`config.mk`:
```
export PLATFORM = sky130hd
export DESIGN_NAME = low_tx_bridge
export DESIGN_NICKNAME = d
export VERILOG_FILES = /design/src/rtl/low_tx_bridge.sv
export SDC_FILE = /design/constraint.sdc
export NUM_CORES = 1
export LEC_CHECK = 0
export BUFFER_PORTS_ARGS = -buffer_cell sky130_fd_sc_hd__buf_4
export CORE_ASPECT_RATIO = 1.5
export CORE_UTILIZATION = 45
export DETAILED_ROUTE_END_ITERATION = 16
export HOLD_SLACK_MARGIN = 0.12
export PLACE_DENSITY = 0.69
export SYNTH_ARGS = -nofsm -noshare
export SYNTH_HDL_FRONTEND = slang
export SYNTH_SLANG_ARGS = --single-unit
```
`constraint.sdc`:
```
create_clock -name PCI_CLK -period 4.96 [get_ports PCI_CLK]
set_input_delay 0.496 -clock PCI_CLK [delete_from_list [all_inputs] [get_ports PCI_CLK]]
set_output_delay 0.496 -clock PCI_CLK [all_outputs]
set_load 0.02 [all_outputs]
```
`src/rtl/low_tx_bridge.sv`:
```
// PCI-side TX bridge: buffers 32-bit words in a FIFO and serialises each word
// LSB-first onto the lower-board byte port with a fixed-width write strobe.
module low_tx_bridge #(
  parameter int unsigned DEPTH_LOG2    = 3,
  parameter int unsigned STROBE_CYCLES = 2
) (
  input  logic                  PCI_CLK,
  input  logic                  PCI_RST,
  input  logic                  WR_STB,
  input  logic [31:0]           WR_DATA,
  input  logic                  CLR_STB,
  input  logic                  LOW_busy,
  output logic                  LOW_w,
  output logic                  LOW_r,
  output logic [7:0]            LOW_data,
  output logic [DEPTH_LOG2:0]   LEVEL,
  output logic                  FULL,
  output logic                  EMPTY,
  output logic                  OVF,
  output logic                  TX_BUSY
);

  localparam int unsigned DEPTH = 1 << DEPTH_LOG2;
  localparam int unsigned AW    = DEPTH_LOG2;
  localparam int unsigned LW    = DEPTH_LOG2 + 1;
  localparam int unsigned CW    = 4;

  typedef enum logic [1:0] {S_IDLE, S_SETUP, S_STROBE, S_HOLD} state_t;

  state_t          r_state, w_state_nxt;
  logic [31:0]     r_mem [DEPTH];
  logic [AW-1:0]   r_wr_ptr, r_rd_ptr;
  logic [LW-1:0]   r_level, w_level_nxt;
  logic            r_full, r_empty, r_ovf;
  logic [31:0]     r_shift, w_shift_nxt;
  logic [1:0]      r_idx, w_idx_nxt;
  logic [CW-1:0]   r_cnt, w_cnt_nxt;
  logic            r_low_w, r_tx_busy;
  logic            w_push, w_pop, w_can_pop;

  assign LOW_w    = r_low_w;
  assign LOW_r    = 1'b0;
  assign LOW_data = r_shift[7:0];
  assign LEVEL    = r_level;
  assign FULL     = r_full;
  assign EMPTY    = r_empty;
  assign OVF      = r_ovf;
  assign TX_BUSY  = r_tx_busy;

  assign w_push    = WR_STB & ~r_full & ~CLR_STB;
  assign w_can_pop = ~r_empty & ~LOW_busy;

  // Next state; a word is fetched from IDLE or straight out of the last HOLD.
  always_comb begin
    w_state_nxt = r_state;
    w_shift_nxt = r_shift;
    w_idx_nxt   = r_idx;
    w_cnt_nxt   = r_cnt;
    w_pop       = 1'b0;
    unique case (r_state)
      S_IDLE: begin
        if (w_can_pop) begin
          w_pop       = 1'b1;
          w_shift_nxt = r_mem[r_rd_ptr];
          w_idx_nxt   = 2'd0;
          w_state_nxt = S_SETUP;
        end
      end
      S_SETUP: begin
        if (!LOW_busy) begin
          w_cnt_nxt   = CW'(STROBE_CYCLES - 1);
          w_state_nxt = S_STROBE;
        end
      end
      S_STROBE: begin
        if (r_cnt == '0) w_state_nxt = S_HOLD;
        else             w_cnt_nxt   = r_cnt - CW'(1);
      end
      S_HOLD: begin
        if (r_idx != 2'd3) begin
          w_idx_nxt   = r_idx + 2'd1;
          w_shift_nxt = {8'h00, r_shift[31:8]};
          w_state_nxt = S_SETUP;
        end else if (w_can_pop) begin
          w_pop       = 1'b1;
          w_shift_nxt = r_mem[r_rd_ptr];
          w_idx_nxt   = 2'd0;
          w_state_nxt = S_SETUP;
        end else begin
          w_shift_nxt = '0;
          w_state_nxt = S_IDLE;
        end
      end
      default: w_state_nxt = S_IDLE;
    endcase
    // Flush aborts any word in flight and drops the same-cycle push.
    if (CLR_STB) begin
      w_pop       = 1'b0;
      w_shift_nxt = '0;
      w_idx_nxt   = 2'd0;
      w_state_nxt = S_IDLE;
    end
  end

  always_comb begin
    w_level_nxt = r_level;
    if (CLR_STB)             w_level_nxt = '0;
    else if (w_push && !w_pop) w_level_nxt = r_level + LW'(1);
    else if (!w_push && w_pop) w_level_nxt = r_level - LW'(1);
  end

  always_ff @(posedge PCI_CLK) begin
    if (PCI_RST) begin
      r_state   <= S_IDLE;
      r_wr_ptr  <= '0;
      r_rd_ptr  <= '0;
      r_level   <= '0;
      r_full    <= 1'b0;
      r_empty   <= 1'b1;
      r_ovf     <= 1'b0;
      r_shift   <= '0;
      r_idx     <= '0;
      r_cnt     <= '0;
      r_low_w   <= 1'b0;
      r_tx_busy <= 1'b0;
    end else begin
      r_state   <= w_state_nxt;
      r_shift   <= w_shift_nxt;
      r_idx     <= w_idx_nxt;
      r_cnt     <= w_cnt_nxt;
      r_low_w   <= (w_state_nxt == S_STROBE);
      r_tx_busy <= (w_state_nxt != S_IDLE);
      r_level   <= w_level_nxt;
      r_full    <= (w_level_nxt == LW'(DEPTH));
      r_empty   <= (w_level_nxt == '0);
      if (CLR_STB) begin
        r_wr_ptr <= '0;
        r_rd_ptr <= '0;
        r_ovf    <= 1'b0;
      end else begin
        if (w_push)           r_wr_ptr <= r_wr_ptr + AW'(1);
        if (w_pop)            r_rd_ptr <= r_rd_ptr + AW'(1);
        if (WR_STB && r_full) r_ovf    <= 1'b1;
      end
    end
  end

  // Storage needs no reset; pointers and level define what is valid.
  always_ff @(posedge PCI_CLK) begin
    if (w_push && !PCI_RST) r_mem[r_wr_ptr] <= WR_DATA;
  end

endmodule

```
==> metrics.md <==
| Metric | Value |
|---|---|
| HP Start | `PCI_RST` |
| Number of CTS-inserted buffers | `28` |
| Synth area leader | `edfxtp_1` |
| R2r endpoint | `r_shift[18]` |
| RSZ-0062 raised after global routing | `no` |
| WP depth | `4` |
| Post-route ant nets | `0` |
| Worst hold endpoint | `r_cnt[0]` |
| Worst-margin pin slew | `1.157 ns` |
| P_int | `4.201 mW` |
| Largest net degree at the start of global routing | `52` |
| Critical Path Source Type | `primary input` |
| Core ar. | `26670 um^2` |
| Initial DRC count | `427` |
| Synth warn | `0` |
| Clk_lat worst skew | `~0.55 ns` |
| Setup Total Neg Slack | `0 ns` |
| Max-Slew Margin vs Limit | `22.68%` |
| Crit path arrival time | `2.86 ns` |
| R2R cell count | `6` |
| Worst VDD drop | `0.0002900 V` |
| Sequential power share | `54.9%` |
| Crit path buffers/inverters | `1` |
| Final Setup Violations | `0` |
| Non-Filler Instances | `between 1000 and 1500` |
| Total leakage power | `approximately 4.4 nW` |
| NetSw | `1.040 mW` |
| GP Congestion | `0.7565` |
| Crit path time final | `around 2.7 ns` |
| Via-per-instance ratio | `5.696` |
| Syn avg cell area | `17.50 um^2` |
| Worst setup EP type | `flip-flop` |
| Slowest cell on the critical path | `nor2_4` |
| Final Max Tran Viols | `0` |
| Delay-heaviest family, CP | `simple AND/OR/NAND/NOR gates` |
| Dpl hpwl | `14490 um` |
| Final clock skew | `0.01453 ns` |
| CTS resizes | `0` |
| Pwr dens | `374.5 nW/um^2` |
| Run status | `finished, final reports clean` |
| Share of layout cells above drive strength 1 | `26.45%` |
| Largest cells by area after synthesis | `edfxtp_1 63%, mux4_2 12%, dfxtp_1 9.4%` |
| Routed WL per cell | `21.85 um` |
| Logic pwr share | `3.0%` |
| Inserted Diodes | `0` |
| DRC | `0` |
| Fmax achieved | `368.9 MHz` |
| Initial core utilization | `46.12%` |
| Post-Syn Nets | `752` |
| Hold Path Cell Cnt | `2` |
| Area Growth Syn to Fin | `13.78%` |
| Peak per-stage delay on the critical path | `around 0.92 ns` |
| Worst R2R Setup Slack | `2.41 ns` |
| Total number of vias | `approximately 6300` |
| Die height | `204.5 um` |
| Cell variety after synth | `47` |
| Setup bufs post-CTS | `0` |
| Maxcap violations | `0` |
| Endpoints failing hold | `0` |
| Total gr overflow | `0` |
| Seq/Total Area, Yosys | `between 70% and 80%` |
| Clk buf depth | `3` |
| Number of synthesized flops with an enable pin | `256` |
| Pre-Repair DR Iteration Count | `5` |
| CTS tree | `built` |
| Clock power share | `between 40 and 50%` |
| Die width | `137.0 um` |
| Period utilization | `between 50% and 60%` |
| Crit path required time | `5.11 ns` |
| Top cell type's share of synthesized area | `62.50%` |
| Final #Nets | `803` |
| Clock sink count | `between 300 and 400` |
| Worst-path clk slew | `about 0.070 ns` |
| Hold-fix buffers, CTS | `0` |
| Hold Path Class | `in -> reg` |
| Final WL | `24300 um` |
| Yosys reg bits | `around 310` |
| Site Rows | `73` |
| H-tree levels | `1` |
| GRT Overall Usage | `between 10% and 20%` |
| I/O pins | `55` |
| Die ar. | `28010 um^2` |
| DP Cell Count | `1061` |
| Cell count after synthesis | `703` |
| Vias in the first global route | `6714` |
| CP Max Fanout | `51` |
| Critical-path cell list | `buf_4 > or2_2 > or3_1 > nor2_4` |
| I/O Buffers | `53` |
| First-pass GRT wire length | `approximately 38000 um` |
| Critical path class | `in -> reg` |
| Net Sw Frac | `19.84%` |
| Initial antenna violation count | `0` |
| Synth Flop Type | `edfxtp_1` |
| Root Driver | `clkbuf_16` |
| Asr flop ratio synth | `0%` |
| Syn Std Cell Area | `12300 um^2` |
power groups by stage:
stage                     combinational, mW  sequential [mW]  clock, mW
after floorplan                      0.0832             2.93          0
after CTS                             0.159             2.88       2.25
after global routing                  0.172             2.88       2.35
after global placement                0.150             2.93          0
final                                 0.159             2.88       2.21
after detailed placement              0.159             2.93          0
per-stage QoR:
stage / cell area [um^2] / total power [mW] / utilization (%) / hold slack (ns) / worst slack [ns]
3_5_place_dp: 13060 / 3.093 / 48.95 / 0.4611 / 1.672
3_3_place_gp: 13060 / 3.082 / 48.95 / 0.4631 / 1.708
5_1_grt: 13990 / 5.398 / 52.47 / 0.1471 / 2.128
4_1_cts: 13990 / 5.285 / 52.47 / 0.1361 / 2.242
2_1_floorplan: 12300 / 3.017 / - / 0.4541 / 1.011
6_report: 13990 / 5.242 / 52.47 / 0.1550 / 2.249
area by class of cell:
cell class / count / area (um^2)
inverters: 11 / 41.29
clock inverters: 20 / 206.4
multi-input cells: 334 / 3249
flip-flops and latches: 314 / 8855
repair buffers: 65 / 488.0
clock buffers: 31 / 733.2
well taps: 337 / 421.7
fillers: 2120 / 12680
sequential cells by signal, summed over array words and instances, names as in the netlist, named ones only:
signal / count
LOW_w: 1
r_state: 2
r_rd_ptr: 3
r_cnt: 4
FULL: 1
OVF: 1
r_wr_ptr: 3
LEVEL: 4
TX_BUSY: 1
r_idx: 2
r_mem: 256
EMPTY: 1
r_shift: 32
Yosys cell counts (2+ instances only):
library cell,count
a211oi_1,28
a21o_1,2
a21oi_1,11
a22oi_1,8
a311oi_1,2
buf_1,3
buf_2,3
buf_4,15
clkbuf_1,23
dfxtp_1,58
edfxtp_1,256
ha_1,12
inv_1,11
mux2_2,9
mux2i_1,26
mux4_2,64
nand2_1,15
nand2b_1,4
nand3_1,3
nor2_1,89
nor2b_1,2
nor3_1,26
o21ai_0,3
xnor2_1,6
xor2_1,2
layout by cell type (no fill, tap or decap), drive strengths merged, types with 3 or more instances in the layout:
master	netlist	routed
inv	11	13
mux4	64	64
nand2b	4	4
nor2	90	90
a211oi	28	28
nand3	3	3
xnor2	7	7
a311oi	3	3
nand2	15	15
ha	12	12
buf	21	65
mux2	9	9
dfxtp	58	58
nor3	26	26
clkinvlp	0	3
o21ai	5	5
a21oi	11	11
clkinv	0	11
a22oi	8	8
bufinv	0	4
edfxtp	256	256
clkbuf	23	31
mux2i	26	26
per-layer routing:
metal / wire (um) / GRT usage, %
met1: 9191 / 20.87
met2: 13480 / 33.48
met4: 578 / 6.907
met3: 1046 / 2.232
met5: 0 / 0
worst max-delay path by stage:
stage,start,endpoint,slack [ns]
global route,flip-flop,r_shift[8],2.13
global placement,CLR_STB,r_mem[6][10],1.71
floorplan,CLR_STB,r_mem[0][0],1.01
finish,CLR_STB,r_mem[6][23],2.25
detailed placement,CLR_STB,r_mem[6][13],1.67
CTS,CLR_STB,r_mem[4][22],2.24
cells by family (layout without fill, tap and decap cells):
kind of cell / Yosys count / count (layout) / share of synthesized area [%]
flip-flops: 314 / 314 / 71.94
buffers and inverters: 55 / 127 / 2.167
multiplexers: 99 / 99 / 14.66
adder cells (fa/ha/maj): 12 / 12 / 1.221
other: 1 / 1 / 0.03049
AO/OA/AOI/OAI: 65 / 65 / 3.947
XOR/XNOR: 9 / 9 / 0.7020
AND/OR/NAND/NOR: 148 / 148 / 5.331
Note: power is estimated with default switching activity, not from simulation.
